**src/rtl/bp_update_sched_if.sv**
```systemverilog
// Port bundle between the execute lanes / branch history table and the update scheduler.
// Handshake: a lane report transfers on a rising edge where inN_valid and inN_ready are both high;
// upd_valid has no ready because the table consumes one update every cycle it is presented.
interface bp_update_sched_if #(
    parameter int AW    = 4,
    parameter int OCC_W = 3
);
    logic              in0_valid;
    logic [31:0]       in0_pc;
    logic [31:0]       in0_dest;
    logic              in0_taken;
    logic              in0_write;
    logic              in0_ready;
    logic              in1_valid;
    logic [31:0]       in1_pc;
    logic [31:0]       in1_dest;
    logic              in1_taken;
    logic              in1_write;
    logic              in1_ready;
    logic              bht_init;
    logic [AW-1:0]     bht_init_addr;
    logic              upd_valid;
    logic [31:0]       upd_pc;
    logic [31:0]       upd_dest;
    logic              upd_taken;
    logic              upd_write;
    logic              init_done;
    logic [OCC_W-1:0]  occupancy;

    modport master (
        output in0_valid, in0_pc, in0_dest, in0_taken, in0_write,
        output in1_valid, in1_pc, in1_dest, in1_taken, in1_write,
        input  in0_ready, in1_ready,
        input  bht_init, bht_init_addr, upd_valid, upd_pc, upd_dest, upd_taken, upd_write,
        input  init_done, occupancy
    );

    modport slave (
        input  in0_valid, in0_pc, in0_dest, in0_taken, in0_write,
        input  in1_valid, in1_pc, in1_dest, in1_taken, in1_write,
        output in0_ready, in1_ready,
        output bht_init, bht_init_addr, upd_valid, upd_pc, upd_dest, upd_taken, upd_write,
        output init_done, occupancy
    );
endinterface

```
**src/rtl/bp_update_sched.sv**
```systemverilog
// Branch history table update scheduler: clears the table after reset, then queues
// dual-lane resolved-branch reports in program order and drains them one per cycle.
module bp_update_sched #(
    parameter int DEPTH         = 4,
    parameter int SET_NUM       = 8,
    parameter int ASSOCIATIVITY = 2
) (
    input logic              clk,
    input logic              reset,
    bp_update_sched_if.slave bus
);
    localparam int INIT_N = SET_NUM * ASSOCIATIVITY;
    localparam int AW     = $clog2(INIT_N);
    localparam int PW     = $clog2(DEPTH);
    localparam int OCC_W  = $clog2(DEPTH + 1);

    typedef enum logic {S_INIT = 1'b0, S_RUN = 1'b1} state_e;

    typedef struct packed {
        logic [31:0] pc;
        logic [31:0] dest;
        logic        taken;
        logic        write;
    } entry_t;

    state_e           state_q, state_d;
    logic [AW-1:0]    init_addr_q, init_addr_d;
    logic [PW-1:0]    wr_ptr_q, wr_ptr_d;
    logic [PW-1:0]    rd_ptr_q, rd_ptr_d;
    logic [OCC_W-1:0] occ_q, occ_d;
    logic [OCC_W-1:0] free;
    logic             rdy0, rdy1, acc0, acc1, pop;
    entry_t           mem_q [DEPTH];

    always_ff @(posedge clk) begin
        if (reset) begin
            state_q     <= S_INIT;
            init_addr_q <= '0;
            wr_ptr_q    <= '0;
            rd_ptr_q    <= '0;
            occ_q       <= '0;
        end else begin
            state_q     <= state_d;
            init_addr_q <= init_addr_d;
            wr_ptr_q    <= wr_ptr_d;
            rd_ptr_q    <= rd_ptr_d;
            occ_q       <= occ_d;
        end
    end

    // Lane 1 lands one slot after lane 0 when both are accepted in the same cycle.
    always_ff @(posedge clk) begin
        if (acc0) mem_q[wr_ptr_q] <= '{bus.in0_pc, bus.in0_dest, bus.in0_taken, bus.in0_write};
        if (acc1) mem_q[wr_ptr_q + PW'(acc0)] <= '{bus.in1_pc, bus.in1_dest, bus.in1_taken, bus.in1_write};
    end

    always_comb begin
        state_d     = state_q;
        init_addr_d = init_addr_q;
        if (state_q == S_INIT) begin
            init_addr_d = init_addr_q + AW'(1);
            if (init_addr_q == AW'(INIT_N - 1)) state_d = S_RUN;
        end
    end

    // Readiness looks only at the current count, so a pop this cycle never frees a slot early.
    always_comb begin
        free     = OCC_W'(DEPTH) - occ_q;
        rdy0     = (state_q == S_RUN) && (free >= OCC_W'(1));
        rdy1     = (state_q == S_RUN) && (bus.in0_valid ? (free >= OCC_W'(2)) : (free >= OCC_W'(1)));
        acc0     = bus.in0_valid && rdy0;
        acc1     = bus.in1_valid && rdy1;
        pop      = (state_q == S_RUN) && (occ_q != '0);
        wr_ptr_d = wr_ptr_q + PW'(acc0) + PW'(acc1);
        rd_ptr_d = rd_ptr_q + PW'(pop);
        occ_d    = occ_q + OCC_W'(acc0) + OCC_W'(acc1) - OCC_W'(pop);
    end

    always_comb begin
        bus.bht_init      = (state_q == S_INIT);
        bus.bht_init_addr = (state_q == S_INIT) ? init_addr_q : '0;
        bus.init_done     = (state_q == S_RUN);
        bus.in0_ready     = rdy0;
        bus.in1_ready     = rdy1;
        bus.occupancy     = occ_q;
        bus.upd_valid     = pop;
        bus.upd_pc        = '0;
        bus.upd_dest      = '0;
        bus.upd_taken     = 1'b0;
        bus.upd_write     = 1'b0;
        if (pop) begin
            bus.upd_pc    = mem_q[rd_ptr_q].pc;
            bus.upd_dest  = mem_q[rd_ptr_q].dest;
            bus.upd_taken = mem_q[rd_ptr_q].taken;
            bus.upd_write = mem_q[rd_ptr_q].write;
        end
    end
endmodule

```
**src/flat_wrapper.sv**
```systemverilog
// flat-port wrapper written by rule: the top's interface ports become plain ports
module bp_update_sched_flat 
#(
    parameter int DEPTH         = 4,
    parameter int SET_NUM       = 8,
    parameter int ASSOCIATIVITY = 2
)
  (clk, reset, bus_in0_valid, bus_in0_pc, bus_in0_dest, bus_in0_taken, bus_in0_write, bus_in1_valid, bus_in1_pc, bus_in1_dest, bus_in1_taken, bus_in1_write, bus_in0_ready, bus_in1_ready, bus_bht_init, bus_bht_init_addr, bus_upd_valid, bus_upd_pc, bus_upd_dest, bus_upd_taken, bus_upd_write, bus_init_done, bus_occupancy);
  bp_update_sched_if #(.AW(4), .OCC_W(3)) bus_i ();
  input logic clk;
  input logic reset;
  input wire logic [$bits(bus_i.in0_valid)-1:0] bus_in0_valid;
  input wire logic [$bits(bus_i.in0_pc)-1:0] bus_in0_pc;
  input wire logic [$bits(bus_i.in0_dest)-1:0] bus_in0_dest;
  input wire logic [$bits(bus_i.in0_taken)-1:0] bus_in0_taken;
  input wire logic [$bits(bus_i.in0_write)-1:0] bus_in0_write;
  input wire logic [$bits(bus_i.in1_valid)-1:0] bus_in1_valid;
  input wire logic [$bits(bus_i.in1_pc)-1:0] bus_in1_pc;
  input wire logic [$bits(bus_i.in1_dest)-1:0] bus_in1_dest;
  input wire logic [$bits(bus_i.in1_taken)-1:0] bus_in1_taken;
  input wire logic [$bits(bus_i.in1_write)-1:0] bus_in1_write;
  output wire logic [$bits(bus_i.in0_ready)-1:0] bus_in0_ready;
  output wire logic [$bits(bus_i.in1_ready)-1:0] bus_in1_ready;
  output wire logic [$bits(bus_i.bht_init)-1:0] bus_bht_init;
  output wire logic [$bits(bus_i.bht_init_addr)-1:0] bus_bht_init_addr;
  output wire logic [$bits(bus_i.upd_valid)-1:0] bus_upd_valid;
  output wire logic [$bits(bus_i.upd_pc)-1:0] bus_upd_pc;
  output wire logic [$bits(bus_i.upd_dest)-1:0] bus_upd_dest;
  output wire logic [$bits(bus_i.upd_taken)-1:0] bus_upd_taken;
  output wire logic [$bits(bus_i.upd_write)-1:0] bus_upd_write;
  output wire logic [$bits(bus_i.init_done)-1:0] bus_init_done;
  output wire logic [$bits(bus_i.occupancy)-1:0] bus_occupancy;
  assign bus_i.in0_valid = bus_in0_valid;
  assign bus_i.in0_pc = bus_in0_pc;
  assign bus_i.in0_dest = bus_in0_dest;
  assign bus_i.in0_taken = bus_in0_taken;
  assign bus_i.in0_write = bus_in0_write;
  assign bus_i.in1_valid = bus_in1_valid;
  assign bus_i.in1_pc = bus_in1_pc;
  assign bus_i.in1_dest = bus_in1_dest;
  assign bus_i.in1_taken = bus_in1_taken;
  assign bus_i.in1_write = bus_in1_write;
  assign bus_in0_ready = bus_i.in0_ready;
  assign bus_in1_ready = bus_i.in1_ready;
  assign bus_bht_init = bus_i.bht_init;
  assign bus_bht_init_addr = bus_i.bht_init_addr;
  assign bus_upd_valid = bus_i.upd_valid;
  assign bus_upd_pc = bus_i.upd_pc;
  assign bus_upd_dest = bus_i.upd_dest;
  assign bus_upd_taken = bus_i.upd_taken;
  assign bus_upd_write = bus_i.upd_write;
  assign bus_init_done = bus_i.init_done;
  assign bus_occupancy = bus_i.occupancy;
  bp_update_sched #(.DEPTH(DEPTH), .SET_NUM(SET_NUM), .ASSOCIATIVITY(ASSOCIATIVITY)) u_core (.clk(clk), .reset(reset), .bus(bus_i));
endmodule
```
**config.mk**
```make
export PLATFORM = sky130hd
export DESIGN_NAME = bp_update_sched_flat
export DESIGN_NICKNAME = d
export VERILOG_FILES = /design/src/rtl/bp_update_sched_if.sv /design/src/rtl/bp_update_sched.sv /design/src/flat_wrapper.sv
export SDC_FILE = /design/constraint.sdc
export NUM_CORES = 1
export LEC_CHECK = 0
export BUFFER_PORTS_ARGS = -buffer_cell sky130_fd_sc_hd__clkbuf_2
export CELL_PAD_IN_SITES_DETAIL_PLACEMENT = 1
export CELL_PAD_IN_SITES_GLOBAL_PLACEMENT = 1
export CORE_MARGIN = 3
export CORE_UTILIZATION = 53
export DETAILED_ROUTE_END_ITERATION = 10
export PLACE_DENSITY_LB_ADDON = 0.12
export SYNTH_ARGS = -nofsm -noshare
export SYNTH_HDL_FRONTEND = slang
export SYNTH_SLANG_ARGS = --single-unit
```
**constraint.sdc**
```tcl
create_clock -name clk -period 15 [get_ports clk]
set_input_delay 1.5 -clock clk [delete_from_list [all_inputs] [get_ports clk]]
set_output_delay 1.5 -clock clk [all_outputs]
set_load 0.01 [all_outputs]
```
# ---- Word level (Yosys, flattened, before mapping)
# Memory sizes are Yosys's and may differ from the RTL's. A register that Yosys moved wholly into a read port is not among the register bits.
# Cells that the tools add are included.
dict set report totals {
  reg_bits 12
  ramBits 264
  inputBits 136
  out_inout_bits 78
  elab_cells 37
  n_memories 1
}
# name depth width read_ports rd_clocked_by_memory_dff wr line_no
set mem_list {}
lappend mem_list {u_core.mem_q 4 66 1 1 2 bp_update_sched.sv:33} ;# entry_t mem_q [DEPTH];
dict set report op_classes {
  add_sub_neg 8
  order_cmp 2
  eq_ne 1
  mux 13
  bitwise_logic 1
  reduce_logical 6
}
# cell count
set op_table {}
lappend op_table {{two-way mux 32 bit} 2}
lappend op_table {{two-way mux 1 bit} 9}
lappend op_table {{adder 2 x 1 -> 2 bit} 3}
lappend op_table {{adder 3 x 1 -> 3 bit} 2}
lappend op_table {{logical AND 1 bit} 5}
lappend op_table {{adder 4 x 1 -> 4 bit, second input constant} 1}
lappend op_table {{equality test 4 bit, second input constant} 1}
lappend op_table {{two-way mux 4 bit} 1}
lappend op_table {{greater-or-equal comparator 3 x 1 -> 1 bit, second input constant} 1}
lappend op_table {{greater-or-equal comparator 3 x 2 -> 1 bit, second input constant} 1}
lappend op_table {{nonzero test 3 bit} 1}
lappend op_table {{subtractor 3 x 1 -> 3 bit} 1}
lappend op_table {{subtractor 3 bit, first input constant} 1}
lappend op_table {{two-way mux 2 bit} 1}
lappend op_table {{NOT 1 bit} 1}

# ---- Longest topological paths before layout
# Gate-level depths: netlist of run 1.
dict set report depth {
  depth_word 7
  depth_mapped 14
  ltp_nobuf 12
}

# ---- Worst setup path after synthesis of run 1
# Ideal clock, no wire load.
dict set report synth_path {
  kind {input port to flip-flop}
  start {in bus_in0_valid}
  end {mem u_core.mem_q[0][0] (netlist name), enable pin}
  setup_time_ns 0.587
  arrival_time_ns 6.458
  t_required_ns 14.413
  slack_ns 7.954
  cell_stages 2
  n_path_buf 0
  cell_sequence {nand2_1 -> o31ai_1}
}
# element line_no
set synth_lines {}
lappend synth_lines {{start, declared} flat_wrapper.sv:12} ;# input wire logic [$bits(bus_i.in0_valid)-1:0] bus_in0_valid;
lappend synth_lines {{end, declared} bp_update_sched.sv:33}

==> impl_metrics.json, run 1 <==
{
  "cts_hold_buf": 0,
  "finalPower_mw": 1.63,
  "endpoint_kind": "flop",
  "dieArea_mm2": 0.0286,
  "fin_crit_sh_pct": 31.5,
  "dpl.hpwl_mm": 20.3,
  "cts.htree.levels": 1,
  "gp_congestion": 0.731,
  "row_count": 59,
  "final_layout_size_suffix_gt1_share_pct": 60.0,
  "fillers": 2359,
  "crit_slowest_cell": "or3_4",
  "timing.final.max_slew_violations": 0,
  "hold_class": "reg -> reg",
  "startpoint_type": "flop",
  "async_flop_share_pct": 0,
  "cts-resized-gates": 0,
  "dpl_cell_area_mm2": 0.0154,
  "worstPathArrival_ns": 4.89,
  "post-route-drc-count": 0,
  "crit_type": "reg -> reg",
  "crit_fanout": 67,
  "setup_violations": 0,
  "min_period_ns": 4.72,
  "fmax_mhz": 212,
  "skew_ns": 0.00647,
  "synth_seq_cells": 276,
  "worstMarginPinSlew_ns": 1.11,
  "clkTransAtPathRegs_ns": 0.06,
  "crit_required_ns": 15.17,
  "cts_root_buffer": "clkbuf_16",
  "path_buf_inv": 3,
  "wirelength_mm": 33.4,
  "clock_sinks": 276,
  "startpoint": "u_core.bus.occupancy[0]",
  "stdcell_area_mm2": 0.0163,
  "grt_pass1_vias": 8767,
  "dpl_worst_slack_ns": 10.22,
  "route.vias.total": 7950,
  "hold_ws_ns": 0.516,
  "r2r_setup_slack_ns": 10.28,
  "die_w_um": 169,
  "power_density_mw_per_mm2": 99.9,
  "path_cells": "inv_1 > ha_1 > ha_1 > or4b_4 > and2_1 > nand2_1 > inv_1 > ha_1 > or3_4 > o21ai_4 > buf_4",
  "ir_worst_vdd_uv": 69.6,
  "fin_ws_ns": 10.28,
  "grt.overflow.total": 0,
  "hold_start": "u_core.init_addr_q[3]",
  "ant_nets": 0,
  "max_cap_viol_count": 0,
  "syn_avg_cell_area_um2": 17.8,
  "core_area_mm2": 0.0261,
  "start_util_pct": 53.9,
  "grt_first_pass_wirelength_mm": 51.3,
  "slew_headroom_pct": 25.7,
  "fin_tns_setup_ns": 0,
  "cpPeakStageDelay_ns": 0.79,
  "rsz0062_at_grt": "no",
  "synth-seq-area-share_pct": 58.0,
  "status": "completed",
  "ys.flop_type": "edfxtp_1",
  "drtPass1Iterations": 4,
  "grt_max_degree": 68,
  "wire_per_inst_um": 24.8,
  "clk_latency_ns": 0.54,
  "netlist_instances": 793,
  "synth_nets": 940,
  "cts_tree": "built",
  "grt_use_total_pct": 23.3,
  "avgViaCountPerCell": 5.90,
  "nNetsFinal": 1138,
  "synth_cell_types": 35,
  "cp_common_cell": "ha_1",
  "area_growth_syn_to_layout_pct": 15.8,
  "drt_iter0_drc": 639,
  "synthesis.area_mm2": 0.0141,
  "leakage_nw": 5.89,
  "postCtsSetupRepairBufs": 0,
  "dpl.cell_count": 1295,
  "num_io_pins": 214,
  "instances_no_fill": 1348,
  "antenna_found_initial": 3,
  "synth_edf_count": 264,
  "cts_made_buffers": 29,
  "yosys_warnings": 0,
  "r2r-start": "u_core.bus.occupancy[0]",
  "fin_util_pct": 62.4,
  "crit_family": "simple AND/OR/NAND/NOR gates",
  "cts.path.max_buffers": 3,
  "hold_viol_final": 0,
  "dieHeight_um": 169,
  "io_buffers": 213
}
[power breakdown]
part	internal, mW	switching, mW	leakage, nW
clock	0.419	0.288	0.457
combinational	0.0444	0.0349	2.96
sequential	0.843	0.000709	2.47
[tightest hold or removal path, delay by kind of cell (launching register included)]
kind	cells	cell delay (ns)
DFF	1	0.33
and+or+nand+nor	1	0.08
AOI/OAI and AO/OA	1	0.06
[placed cells by master (no fill, tap or decap), types with 8 or more instances in the layout]
cell / count
nor2b_1: 8
ha_1: 9
and2_1: 67
mux2_2: 206
clkbuf_16: 29
dfxtp_1: 10
buf_4: 10
edfxtp_1: 264
mux2_4: 58
mux4_2: 66
clkbuf_2: 213
nor2_1: 8
[layer usage]
| metal | share of wire [%] | vias to the layer above | global-route usage, % |
|---|---|---|---|
| met5 | 0.081 | - | 0 |
| met4 | 2.3 | 4 | 5.58 |
| met3 | 4.5 | 61 | 3.22 |
| met2 | 51 | 238 | 40.6 |
| met1 | 42 | 4111 | 31.4 |
| li1 | - | 3536 | - |
[Yosys cell counts, types with 2 or more instances]
cell	instances	area (µm²)
and2_1	67	419
and3_1	2	12.5
buf_1	5	18.8
buf_2	19	95.1
buf_4	2	15.0
buf_6	14	158
clkbuf_1	14	52.6
clkbuf_2	2	10.0
dfxtp_1	12	240
edfxtp_1	264	7930
fa_1	2	40.0
ha_1	9	113
inv_1	7	26.3
mux2_2	206	2320
mux2_4	58	871
mux4_2	66	1490
nand2_1	3	11.3
nand3_1	2	10.0
nor2_1	9	33.8
nor2b_1	8	50.1
or3_1	2	12.5
xnor2_1	6	52.6
xor2_1	2	17.5
[final cells by class]
| cell class | count | area (µm²) | share of cell area (%) |
|---|---|---|---|
| clock buffers | 39 | 793 | 4.86 |
| flip-flops and latches | 276 | 8180 | 50.1 |
| diodes | 1 | 2.50 | 0.0153 |
| clock inverters | 13 | 134 | 0.821 |
| repair buffers | 223 | 1140 | 6.99 |
| well taps | 335 | 419 | 2.57 |
| multi-input cells | 453 | 5620 | 34.4 |
| inverters | 8 | 30.0 | 0.184 |
[logic make-up (layout without fill, tap and decap cells)]
| group | after synthesis | count (layout) | share of synthesized area (%) |
|---|---|---|---|
| XOR/XNOR | 8 | 8 | 0.497 |
| AO/OA/AOI/OAI | 7 | 7 | 0.400 |
| AND/OR/NAND/NOR | 96 | 96 | 4.11 |
| buffers and inverters | 64 | 283 | 2.69 |
| multiplexers | 331 | 331 | 33.3 |
| adder cells (fa/ha/maj) | 11 | 11 | 1.08 |
| flip-flops | 276 | 276 | 58.0 |
| other | 0 | 1 | 0 |
[flip-flops by register name (all words and copies together) (netlist names)]
name and cells:
u_core.bus.init_done 1, u_core.wr_ptr_q 2, u_core.rd_ptr_q 2, u_core.mem_q 264
u_core.init_addr_q 4, u_core.bus.occupancy 3
[final timing paths]
kind	cells after the start	to
hold reg to reg	2	u_core.bus.init_done
hold / removal	2	u_core.bus.init_done
setup / recovery	11	u_core.mem_q[2][37]
setup reg to reg	11	u_core.mem_q[2][37]
(Power assumes the default switching activity.)
==> run 2, diff against run 1 <==
--- a/config.mk
+++ b/config.mk
@@ -9,7 +9,7 @@
 export CELL_PAD_IN_SITES_DETAIL_PLACEMENT = 1
 export CELL_PAD_IN_SITES_GLOBAL_PLACEMENT = 1
 export CORE_MARGIN = 3
-export CORE_UTILIZATION = 53
+export CORE_UTILIZATION = 49
 export DETAILED_ROUTE_END_ITERATION = 10
 export PLACE_DENSITY_LB_ADDON = 0.12
 export SYNTH_ARGS = -nofsm -noshare
==> constraint.sdc (replaced) <==
create_clock -name clk -period 4.7 [get_ports clk]
set_input_delay 0.47 -clock clk [delete_from_list [all_inputs] [get_ports clk]]
set_output_delay 0.47 -clock clk [all_outputs]
set_load 0.01 [all_outputs]
==> run 2 against run 1 <==
Sequential share of layout area fell by 0.40 points. Critical path depth rose by 1. Clock power rose to 3.0 times the previous value. Count of clock-buffer cells in the layout rose by 2. Sequential power rose to 3.2 times the previous value. Register-to-register slack got worse by 9.6 ns.
==> impl_metrics.json, run 2 (same netlist as run 1, synthesis figures left out) <==
{
  "largest_reg_flops": 264,
  "seqCellArea_mm2": 0.00818,
  "ir_worst_vdd_uv": 284,
  "area_growth_syn_to_layout_pct": 16.7,
  "ant_nets": 0,
  "clock_sinks": 276,
  "final_layout_size_suffix_gt1_share_pct": 59.4,
  "crit_fanout": 40,
  "cts_made_buffers": 31,
  "grt_max_degree": 69,
  "row_count": 61,
  "worstPathArrival_ns": 4.27,
  "cts.path.max_buffers": 3,
  "start_util_pct": 50.2,
  "leakage_nw": 5.91,
  "setup_violations": 0,
  "drt_iter0_drc": 471,
  "crit_slowest_cell": "or3_4",
  "fin_util_pct": 58.5,
  "slew_headroom_pct": 39.2,
  "dr_wl_met2_mm": 17.6,
  "grt.overflow.total": 0,
  "cts_hold_buf": 0,
  "diodes": 0,
  "dieHeight_um": 176,
  "grt_first_pass_wirelength_mm": 52.5,
  "dpl_worst_slack_ns": 0.684,
  "fillers": 2620,
  "multiInputGateArea_mm2": 0.00562,
  "final_common_cell": "edfxtp_1",
  "die_w_um": 176,
  "wire_per_inst_um": 24.2,
  "max_cap_viol_count": 0,
  "regMostFlops": "u_core.mem_q",
  "rsz0062_at_grt": "no",
  "cpPeakStageDelay_ns": 0.53,
  "route.vias.total": 7834,
  "path_cells": "inv_1 > ha_1 > ha_1 > or4b_4 > and2_1 > nand2_1 > inv_1 > ha_1 > xor2_1 > or3_4 > buf_12 > mux2_2",
  "finalPower_mw": 5.05,
  "power_density_mw_per_mm2": 307,
  "io_buffers": 213,
  "p_clk_share_pct": 41.9,
  "swShare_pct": 20.3,
  "cts-resized-gates": 0,
  "dieArea_mm2": 0.0308,
  "fmax_mhz": 251,
  "crit_family": "simple AND/OR/NAND/NOR gates",
  "grt_use_total_pct": 22.1,
  "dpl.hpwl_mm": 20.7,
  "routed.top_layer": "met5",
  "combPwrFrac_pct": 4.8,
  "path_buf_inv": 3,
  "cp_common_cell": "ha_1",
  "cts_root_buffer": "clkbuf_16",
  "internal-power_mw": 4.02,
  "endpoint_kind": "flop",
  "core_area_mm2": 0.0281,
  "nNetsFinal": 1147,
  "wl_met1_mm": 13.8,
  "grt_pass1_vias": 8811,
  "post-route-drc-count": 0,
  "stdcell_area_mm2": 0.0164,
  "timing.final.max_slew_violations": 0,
  "hold_viol_final": 0,
  "startpoint_type": "flop",
  "fin_ws_ns": 0.720,
  "r2r-start": "u_core.bus.occupancy[1]",
  "hold_class": "in -> reg",
  "seqPwrFrac_pct": 53.4,
  "cts.htree.levels": 1,
  "wirelength_mm": 33.9,
  "route.met3.wl_mm": 1.91,
  "switchingPower_mw": 1.03,
  "clkTransAtPathRegs_ns": 0.06,
  "gp_congestion": 0.710,
  "worstMarginPinSlew_ns": 0.910,
  "status": "completed",
  "clk_latency_ns": 0.55,
  "num_io_pins": 214,
  "skew_ns": 0.0142,
  "drtPass1Iterations": 4,
  "crit_required_ns": 4.99,
  "hold_start": "bus_in0_dest[11]",
  "postCtsSetupRepairBufs": 0,
  "final_cell_mix": "edfxtp_1 (264), clkbuf_2 (213), mux2_2 (206)",
  "dpl_cell_area_mm2": 0.0156,
  "avgViaCountPerCell": 5.61,
  "crit_type": "reg -> reg",
  "cts_tree": "built",
  "fin_crit_sh_pct": 84.7,
  "min_period_ns": 3.98,
  "antenna_found_initial": 3,
  "startpoint": "u_core.bus.occupancy[1]"
}
[run 2: cell types whose count changed in the layout (fill, tap and decap cells not counted), moves of 2 or more]
cell and delta:
clkbuf_1 +3, clkbuf_8 -3, bufinv_16 -3, clkinv_2 -5
clkbuf_16 +2, clkinv_1 +6, buf_12 +8
[run 2: final cells by class]
| type | count | share of cell area (%) |
|---|---|---|
| repair buffers | 230 | 7.87 |
| clock buffers | 41 | 4.95 |
| flip-flops and latches | 276 | 49.7 |
| clock inverters | 11 | 0.251 |
| multi-input cells | 453 | 34.2 |
| well taps | 378 | 2.88 |
| inverters | 8 | 0.183 |
[run 2: path summary, 6_finish.rpt]
path / end / slack [ns] / depth (start not counted)
setup reg to reg: u_core.mem_q[0][45] / 0.72 / 12
hold reg to reg: u_core.bus.init_done / 0.50 / 2
setup / recovery: u_core.mem_q[0][45] / 0.72 / 12
hold / removal: u_core.mem_q[3][13] / 0.27 / 2
[run 2: worst reg2reg max path, cell delays in order (launching register included)]
cell and delay (ns):
dfxtp_1 0.41, inv_1 0.11, ha_1 0.20, ha_1 0.28
or4b_4 0.47, and2_1 0.18, nand2_1 0.15, inv_1 0.12
ha_1 0.23, xor2_1 0.30, or3_4 0.53, buf_12 0.34
mux2_2 0.41
[run 2: layer usage]
layer / GRT usage [%] / up-vias
li1: - / 3548
met1: 28.3 / 4037
met2: 39.4 / 201
met3: 4.35 / 42
met4: 4.22 / 6
met5: 0 / -
[run 2: power groups by stage]
| stage | combinational [mW] | sequential (mW) | clock, mW |
|---|---|---|---|
| final | 0.242 | 2.69 | 2.11 |
| after global routing | 0.268 | 2.69 | 2.26 |
| after CTS | 0.243 | 2.69 | 2.16 |
| after detailed placement | 0.239 | 2.75 | 0 |
| after global placement | 0.230 | 2.75 | 0 |
| after floorplan | 0.123 | 2.75 | 0 |
[run 2: per-stage QoR]
| step | setup TNS [ns] | hold slack [ns] | cells |
|---|---|---|---|
| final | 0 | 0.265 | 1397 |
| after global routing | 0 | 0.257 | 1397 |
| after CTS | 0 | 0.239 | 1397 |
| after detailed placement | 0 | 0.499 | 1345 |
| after global placement | 0 | 0.500 | 1345 |
| after floorplan | -12.64 | 0.468 | 793 |
